**src/rtl/fetch_pc_unit_if.sv**
```systemverilog
// Decoder-side handshake of the fetch stage: head-of-queue {pc, instr} with valid/ready.
// The fetch unit drives it through the master modport; the decoder uses the slave modport.
interface fetch_pc_unit_if #(
    parameter int PC_W    = 32,
    parameter int INSTR_W = 32
);
    logic               out_valid;
    logic               out_ready;
    logic [PC_W-1:0]    out_pc;
    logic [INSTR_W-1:0] out_instr;

    modport master (
        output out_valid,
        output out_pc,
        output out_instr,
        input  out_ready
    );

    modport slave (
        input  out_valid,
        input  out_pc,
        input  out_instr,
        output out_ready
    );
endinterface

```
**src/rtl/fetch_pc_unit.sv**
```systemverilog
// Program counter plus small fetch queue feeding the decoder; redirect flushes, end of program halts.
// Optional macro FETCH_PERF_EN adds fetch_cnt_o / stall_cnt_o performance counters.
//
// state  | meaning
// S_RUN  | fetching one instruction per cycle while the queue has room
// S_HALT | past end of program (or redirected out of range); queue only drains
module fetch_pc_unit #(
    parameter int PC_W      = 32,
    parameter int INSTR_W   = 32,
    parameter int RESET_PC  = 0,
    parameter int MEM_WORDS = 6,
    parameter int QDEPTH    = 2
) (
    input  logic               clk,
    input  logic               rst_n,
    output logic [PC_W-1:0]    pc_o,
    input  logic [INSTR_W-1:0] instr_i,
    input  logic               redirect_i,
    input  logic [PC_W-1:0]    redirect_pc_i,
    fetch_pc_unit_if.master    dec,
    output logic               halted_o
`ifdef FETCH_PERF_EN
    ,
    output logic [31:0]        fetch_cnt_o,
    output logic [31:0]        stall_cnt_o
`endif
);
    localparam int PTR_W = $clog2(QDEPTH);
    localparam int CNT_W = $clog2(QDEPTH) + 1;
    localparam logic [PC_W-1:0]  LAST_PC  = PC_W'(MEM_WORDS - 1);
    localparam logic [PC_W-1:0]  MEM_LIM  = PC_W'(MEM_WORDS);
    localparam logic [PC_W-1:0]  RST_PC   = PC_W'(RESET_PC);
    localparam logic [CNT_W-1:0] FULL_CNT = CNT_W'(QDEPTH);

    typedef enum logic {S_RUN = 1'b0, S_HALT = 1'b1} state_t;

    state_t             r_state;
    state_t             w_state_nxt;
    logic [PC_W-1:0]    r_pc;
    logic [PC_W-1:0]    w_pc_nxt;
    logic [PC_W-1:0]    r_q_pc    [QDEPTH];
    logic [INSTR_W-1:0] r_q_instr [QDEPTH];
    logic [PTR_W-1:0]   r_head;
    logic [PTR_W-1:0]   r_tail;
    logic [CNT_W-1:0]   r_count;
    logic               w_deq;
    logic               w_full;
    logic               w_fetch;

    assign pc_o          = r_pc;
    assign halted_o      = (r_state == S_HALT);
    assign dec.out_valid = (r_count != '0);
    assign dec.out_pc    = r_q_pc[r_head];
    assign dec.out_instr = r_q_instr[r_head];

    always_comb begin
        w_deq       = dec.out_valid & dec.out_ready;
        w_full      = (r_count == FULL_CNT);
        w_fetch     = (r_state == S_RUN) & ~redirect_i & (~w_full | w_deq);
        w_state_nxt = r_state;
        w_pc_nxt    = r_pc;
        if (redirect_i) begin
            w_pc_nxt    = redirect_pc_i;
            w_state_nxt = (redirect_pc_i >= MEM_LIM) ? S_HALT : S_RUN;
        end else if (w_fetch) begin
            // The last word is fetched once; pc stays on it while halted.
            if (r_pc == LAST_PC) begin
                w_state_nxt = S_HALT;
            end else begin
                w_pc_nxt = r_pc + PC_W'(1);
            end
        end
    end

    always_ff @(posedge clk) begin
        if (!rst_n) begin
            r_state <= S_RUN;
            r_pc    <= RST_PC;
            r_head  <= '0;
            r_tail  <= '0;
            r_count <= '0;
            for (int i = 0; i < QDEPTH; i++) begin
                r_q_pc[i]    <= '0;
                r_q_instr[i] <= '0;
            end
        end else begin
            r_state <= w_state_nxt;
            r_pc    <= w_pc_nxt;
            if (redirect_i) begin
                // Flush wins over a same-cycle dequeue; the dequeue is still taken by the decoder.
                r_head  <= '0;
                r_tail  <= '0;
                r_count <= '0;
            end else begin
                if (w_fetch) begin
                    r_q_pc[r_tail]    <= r_pc;
                    r_q_instr[r_tail] <= instr_i;
                    r_tail            <= r_tail + PTR_W'(1);
                end
                if (w_deq) begin
                    r_head <= r_head + PTR_W'(1);
                end
                if (w_fetch && !w_deq) begin
                    r_count <= r_count + CNT_W'(1);
                end else if (w_deq && !w_fetch) begin
                    r_count <= r_count - CNT_W'(1);
                end
            end
        end
    end

`ifdef FETCH_PERF_EN
    logic [31:0] r_fetch_cnt;
    logic [31:0] r_stall_cnt;

    assign fetch_cnt_o = r_fetch_cnt;
    assign stall_cnt_o = r_stall_cnt;

    always_ff @(posedge clk) begin
        if (!rst_n) begin
            r_fetch_cnt <= '0;
            r_stall_cnt <= '0;
        end else begin
            if (w_fetch) begin
                r_fetch_cnt <= r_fetch_cnt + 32'd1;
            end
            if (dec.out_valid && !dec.out_ready) begin
                r_stall_cnt <= r_stall_cnt + 32'd1;
            end
        end
    end
`endif

endmodule

```
**src/flat_wrapper.sv**
```systemverilog
// flat-port wrapper written by rule: the top's interface ports become plain ports
module fetch_pc_unit_flat 
#(
    parameter int PC_W      = 32,
    parameter int INSTR_W   = 32,
    parameter int RESET_PC  = 0,
    parameter int MEM_WORDS = 6,
    parameter int QDEPTH    = 2
)
  (clk, rst_n, pc_o, instr_i, redirect_i, redirect_pc_i, halted_o, dec_out_valid, dec_out_pc, dec_out_instr, dec_out_ready);
  fetch_pc_unit_if #(.PC_W(PC_W), .INSTR_W(INSTR_W)) dec_i ();
  input  logic clk;
  input  logic rst_n;
  output logic [PC_W-1:0] pc_o;
  input  logic [INSTR_W-1:0] instr_i;
  input  logic redirect_i;
  input  logic [PC_W-1:0] redirect_pc_i;
  output logic halted_o;
  output wire logic [$bits(dec_i.out_valid)-1:0] dec_out_valid;
  output wire logic [$bits(dec_i.out_pc)-1:0] dec_out_pc;
  output wire logic [$bits(dec_i.out_instr)-1:0] dec_out_instr;
  input wire logic [$bits(dec_i.out_ready)-1:0] dec_out_ready;
  assign dec_out_valid = dec_i.out_valid;
  assign dec_out_pc = dec_i.out_pc;
  assign dec_out_instr = dec_i.out_instr;
  assign dec_i.out_ready = dec_out_ready;
  fetch_pc_unit #(.PC_W(PC_W), .INSTR_W(INSTR_W), .RESET_PC(RESET_PC), .MEM_WORDS(MEM_WORDS), .QDEPTH(QDEPTH)) u_core (.clk(clk), .rst_n(rst_n), .pc_o(pc_o), .instr_i(instr_i), .redirect_i(redirect_i), .redirect_pc_i(redirect_pc_i), .dec(dec_i), .halted_o(halted_o));
endmodule
```
**config.mk**
```make
export PLATFORM = sky130hd
export DESIGN_NAME = fetch_pc_unit_flat
export DESIGN_NICKNAME = d
export VERILOG_FILES = /design/src/rtl/fetch_pc_unit_if.sv /design/src/rtl/fetch_pc_unit.sv /design/src/flat_wrapper.sv
export SDC_FILE = /design/constraint.sdc
export NUM_CORES = 1
export LEC_CHECK = 0
export CAP_MARGIN = 20
export CORE_MARGIN = 2
export CORE_UTILIZATION = 39
export CTS_CLUSTER_SIZE = 40
export DETAILED_ROUTE_END_ITERATION = 16
export SLEW_MARGIN = 25
export SYNTH_ARGS = -nofsm -noshare
export SYNTH_HDL_FRONTEND = slang
export SYNTH_SLANG_ARGS = --single-unit
export TNS_END_PERCENT = 1
```
**constraint.sdc**
```tcl
create_clock -name clk -period 25.4 [get_ports clk]
set_clock_uncertainty 0.2 [all_clocks]
set_input_delay 7.62 -clock clk [delete_from_list [all_inputs] [get_ports clk]]
set_output_delay 7.62 -clock clk [all_outputs]
set_load 0.005 [all_outputs]
```
# After elaboration in Yosys (flattened, before gate mapping)

Memory sizes are Yosys's and may differ from the RTL's. A register that Yosys moved wholly into a read port is not among the register bits.
Cells that the tools add are included.
W data, S select, Z words.

Add/sub/neg operators: 5
$mul: 0
Divide/modulo/power cells: 0
$lt $le $gt $ge: 1
Eq/ne operators: 3
Shifts and indexed selects: 0
Multiplexer cells: 24
Bitwise operators: 8
Reduce and logical (&&, ||, !) cells: 13

Operators by type and width:

| kind                    | number |
|---|---|
| $mux W32                | 5 |
| $reduce_or A32 Y1       | 2 |
| $add A32 B1 Y32 const B | 1 |
| $eq A32 B3 Y1 const B   | 1 |
| $ge A32 B3 Y1 const B   | 1 |
| $mux W1                 | 17 |
| $reduce_bool A2 Y1      | 4 |
| $mux W2                 | 2 |
| $not A1 Y1              | 4 |
| $reduce_and A2 Y1       | 2 |
| $and A1 B1 Y1           | 3 |
| $add A1 B1 Y1 const B   | 2 |
| $add A2 B1 Y2 const B   | 1 |
| $eq A2 B2 Y1 const B    | 1 |
| $logic_and A1 B1 Y1     | 2 |
| $logic_not A1 Y1        | 2 |
| $ne A2 B2 Y1 const B    | 1 |
| $reduce_or A2 Y1        | 1 |
| $sub A2 B1 Y2 const B   | 1 |
| $or A1 B1 Y1            | 1 |

Bits in registers: 37
Latch bits: 0
Bits in writable memories: 128
ROM bits: 0
Bits of input ports: 68
Logic and storage cells: 61
Memories: 2

Memory list:

| memory           | depth | width | read ports | clocked after Yosys merged registers in | wr ports | line                | RTL |
|---|---|---|---|---|---|---|---|
| u_core.r_q_instr | 2     | 32    | 1          | 1                                       | 2        | fetch_pc_unit.sv:42 | `logic [INSTR_W-1:0] r_q_instr [QDEPTH];` |
| u_core.r_q_pc    | 2     | 32    | 1          | 1                                       | 2        | fetch_pc_unit.sv:41 | `logic [PC_W-1:0] r_q_pc [QDEPTH];` |

# Depth between registers and ports, before layout

Word-level depth: 10
Gate-level depth with buffers: 8
Depth with buffers taken out: 7

# Least setup slack after synthesis

Ideal clock, no wire load.

Path type: input port to flip-flop
From: input port dec_out_ready
To: memory u_core.r_q_instr[0][0], enable pin
Setup time: 0.574 ns
Data arrival time: 12.824 ns
Data required time: 24.625 ns
Setup slack: 11.802 ns
Cell stages on the path: 5
Buffers on the path: 2
Path through: nor3b_2 -> or3_1 -> buf_2 -> clkbuf_1 -> o21ai_0

RTL lines:

| item               | line                | RTL |
|---|---|---|
| start: declaration | flat_wrapper.sv:22  | `input wire logic [$bits(dec_i.out_ready)-1:0] dec_out_ready;` |
| end: declaration   | fetch_pc_unit.sv:42 |  |

==> metrics.log <==
[metrics] outcome: finished clean
[metrics] clock buffers created by TritonCTS: 17
[metrics] unrepaired setup endpoints after global routing: no
[metrics] cell at the slowest stage of the critical path: nand2_4
[metrics] total via count after detailed routing: 5800
[metrics] setup TNS: 0 ns
[metrics] switching share of power: 22.6%
[metrics] Critical Path Sink Type: register
[metrics] register area share after synthesis: 58.3%
[metrics] clock transition time at the flip-flop clock pins of the worst setup and hold paths: 0.06 ns
[metrics] horizontal extent of the die: 146 um
[metrics] most common library cell in the layout ignoring fill and taps: clkdlybuf4s50_1
[metrics] R2R depth: 5
[metrics] most frequent cells in the layout: clkdlybuf4s50_1 (165), edfxtp_1 (128), and2_1 (113)
[metrics] CP cell instances: clkdlybuf4s50_1, buf_4, or3_1, clkinv_2, nand2_1, nand2_4
[metrics] flop-to-flop setup slack: between 20 and 25 ns
[metrics] top_reg_cell synth: edfxtp_1
[metrics] detailed-route DRC error count: 0
[metrics] starting density of the core: approximately 40%
[metrics] vias in the first global route: about 5900
[metrics] Post-CTS Repair Setup Buffers: 0
[metrics] Gate Count Post-Synth: about 660
[metrics] Max Slew Vio Count: 0
[metrics] register share of total power: approximately 48%
[metrics] largest net degree at the start of global routing: 65
[metrics] Final Setup Violations: 0
[metrics] placed instance area: 0.00978 mm^2
[metrics] category of the critical setup timing path: in -> reg
[metrics] Fill cells: between 1500 and 2000
[metrics] cell at the root of the clock tree: clkbuf_16
[metrics] number of antenna violations at the first check in global routing: 0
[metrics] clock tree from TritonCTS: yes
[metrics] maximum vdd ir drop: 0.0400 mV
[metrics] normalized max-slew margin: 37.6%
[metrics] number of synthesized register bits: 166
[metrics] R2R Path End: u_core.r_q_pc[1][22]
[metrics] count of nets left with antenna violations after detail routing: 0
[metrics] category of the worst setup path launch point: primary input
[metrics] final design utilization: about 52%
[metrics] Achievable Freq: ~93 MHz
[metrics] GRT Overall Usage: 19.4%
[metrics] area of the mapped netlist: 0.00789 mm^2
[metrics] drt first-iter violations: 404
[metrics] Power Dens Cells: approximately 65 mW/mm^2
[metrics] Ant. Diodes: 0
[metrics] count of warnings emitted by yosys: 0
[metrics] power share of the clock group: 39.8%
[metrics] cell count of the worst hold path: 2
[metrics] cell types occupying the most area after synthesis: edfxtp_1 (49%), dfxtp_1 (9.6%), mux2_2 (9.1%)
[metrics] overall power: 0.672 mW
[metrics] placed instance count: 1054
[metrics] Bufs on Longest Clock Path: 2
[metrics] count of flip-flops with a built-in enable after synthesis: between 100 and 150
[metrics] number of distinct library cells after synthesis: 57
[metrics] post-route worst setup slack: around 15 ns
[metrics] launching point of the worst reg2reg path: u_core.r_count[0]
[metrics] net count reported at finish: a little under 900
[metrics] highest net fanout along the worst path: 64
[metrics] syn_nets: 727
[metrics] critical hold path startpoint: u_core.r_head
[metrics] worst slew pin tran: slightly above 0.9 ns
[metrics] Post-Layout Cell Count: 1087
[metrics] H-tree depth: 4
[metrics] layout overhead on the synthesized area: 32.0%
[metrics] Worst-Skew Late Latency: about 0.42 ns
[metrics] area occupied by multi-input gates: 0.00310 mm^2
[metrics] die area: 0.0214 mm^2
[metrics] Reg area: 0.00461 mm^2
[metrics] Post-CTS Hold Buffers: 0
[metrics] final global-route overflow total: 0
[metrics] TritonRoute pass-1 iters: 5
[metrics] worst setup slack before clock tree synthesis: around 14 ns
[metrics] drt wl/cell: 18.9 um
[metrics] Worst Hold Endpoint: u_core.r_head
[metrics] count of port buffers added during placement: roughly 170
[metrics] layout cell share with drive strength beyond 1: 14.2%
[metrics] number of hold violations in the final report: 0
[metrics] post-detail-place hpwl: 13700 um
[metrics] core area: 0.0200 mm^2
[metrics] Avg Synthesized Cell Area: 12.0 um^2
[metrics] Crit path required time: 25.16 ns
[metrics] LEAKAGE: 3.69 nW
[metrics] worst hold slack after final layout: 0.311 ns
[metrics] number of I/O pins: 166
[metrics] first-pass GRT wire length: 32400 um
[metrics] Final Critical Period: roughly 11 ns
[metrics] # Max-Cap Violations: 0
[metrics] Internal Power: 0.520 mW
[metrics] share of the synthesized area in the top cell type: 48.7%
[metrics] Sink Count: ~170
[metrics] via density per instance: 5.34
[metrics] highest cell delay on the worst timing path: around 0.6 ns
[metrics] count of instances resized after the clock tree is built: 0
[metrics] fin crit share: 42.1%
[metrics] final RePlAce weighted congestion: 0.844
[metrics] Die Y-Extent: 146 um
[metrics] portion of total power attributed to combinational logic: approximately 12%
[metrics] wirelength, routed: between 20000 and 25000 um
[metrics] P_sw: 0.152 mW
[metrics] Finished Cell Area: 0.0104 mm^2
[metrics] kind of path behind the tightest hold check: reg -> reg
[metrics] cell accounting for the most synthesized area: edfxtp_1
[metrics] fraction of synthesis flops using an asynchronous set or reset pin: 0%
[metrics] number of core rows: 52
[metrics] critical path arrival: roughly 10 ns
[power by group through the flow]
stage	Combinational, mW	Clock (mW)	Sequential, mW
after floorplan	0.0371	0	0.324
after global placement	0.0813	0	0.328
after detailed placement	0.0822	0	0.328
after CTS	0.0827	0.272	0.323
after global routing	0.0888	0.283	0.325
final	0.0822	0.267	0.323
[final cells by class]
type	count	share of cell area (%)
inverters	15	0.552
well taps	270	3.24
multi-input cells	433	29.7
clock buffers	18	4.12
flip-flops and latches	166	44.2
repair buffers	171	16.4
clock inverters	14	1.75
[cells by family after synthesis]
logic type	after synthesis	share of synthesized area (%)
buffers and inverters	57	2.92
DFF	166	58.3
xor gates and xnor gates	8	0.888
muxes	67	9.51
AOI/OAI and AO/OA	86	7.64
adders and majority gates	3	0.476
and+or+nand+nor	269	20.2
[worst max-delay path, delay by kind of cell]
family | cells | cell delay (ns)
buf+inv | 3 | 1.14
simple gates | 3 | 1.66
[flip-flops by register name, indices dropped and copies added, names as in the netlist, named ones only]
register and cells:
u_core.r_count 2, u_core.r_head 1, u_core.r_q_pc 64, u_core.halted_o 1
u_core.pc_o 32, u_core.r_q_instr 64, u_core.r_tail 1
[cell usage after synthesis (all sizes together) (4+ instances only)]
master	count
o41ai	5
a21oi	16
nand3	10
mux2	64
o31ai	5
edfxtp	128
o21a	11
a311oi	4
o31a	4
dfxtp	38
or3	6
nand4	12
and2	115
nor2	17
o211ai	6
clkbuf	33
buf	9
xor2	6
nand2	46
inv	13
o21ai	9
and4	5
a31oi	13
or4	6
nor4	26
nor3	14
o311a	4
[per-layer routing]
metal  share of wire [%]  track usage (%)
met1                  46             27.7
met2                  46             29.8
met3                 6.4             4.38
met4                 1.3             5.39
met5                   0                0
[how the worst max path moves through the flow]
stage | cells past startpoint | from | endpoint | slack, ns
2_1_floorplan | 5 | dec_out_ready | u_core.r_q_instr[0][0] | 11.80
3_3_place_gp | 7 | redirect_i | u_core.r_q_pc[1][11] | 14.41
3_5_place_dp | 6 | redirect_i | u_core.r_q_pc[1][27] | 14.27
4_1_cts | 6 | redirect_i | u_core.r_q_pc[1][22] | 14.71
5_1_grt | 6 | redirect_i | u_core.r_q_instr[1][16] | 14.47
6_report | 6 | redirect_i | u_core.r_q_pc[1][22] | 14.70
No activity file was read; power rests on OpenSTA's default activity.
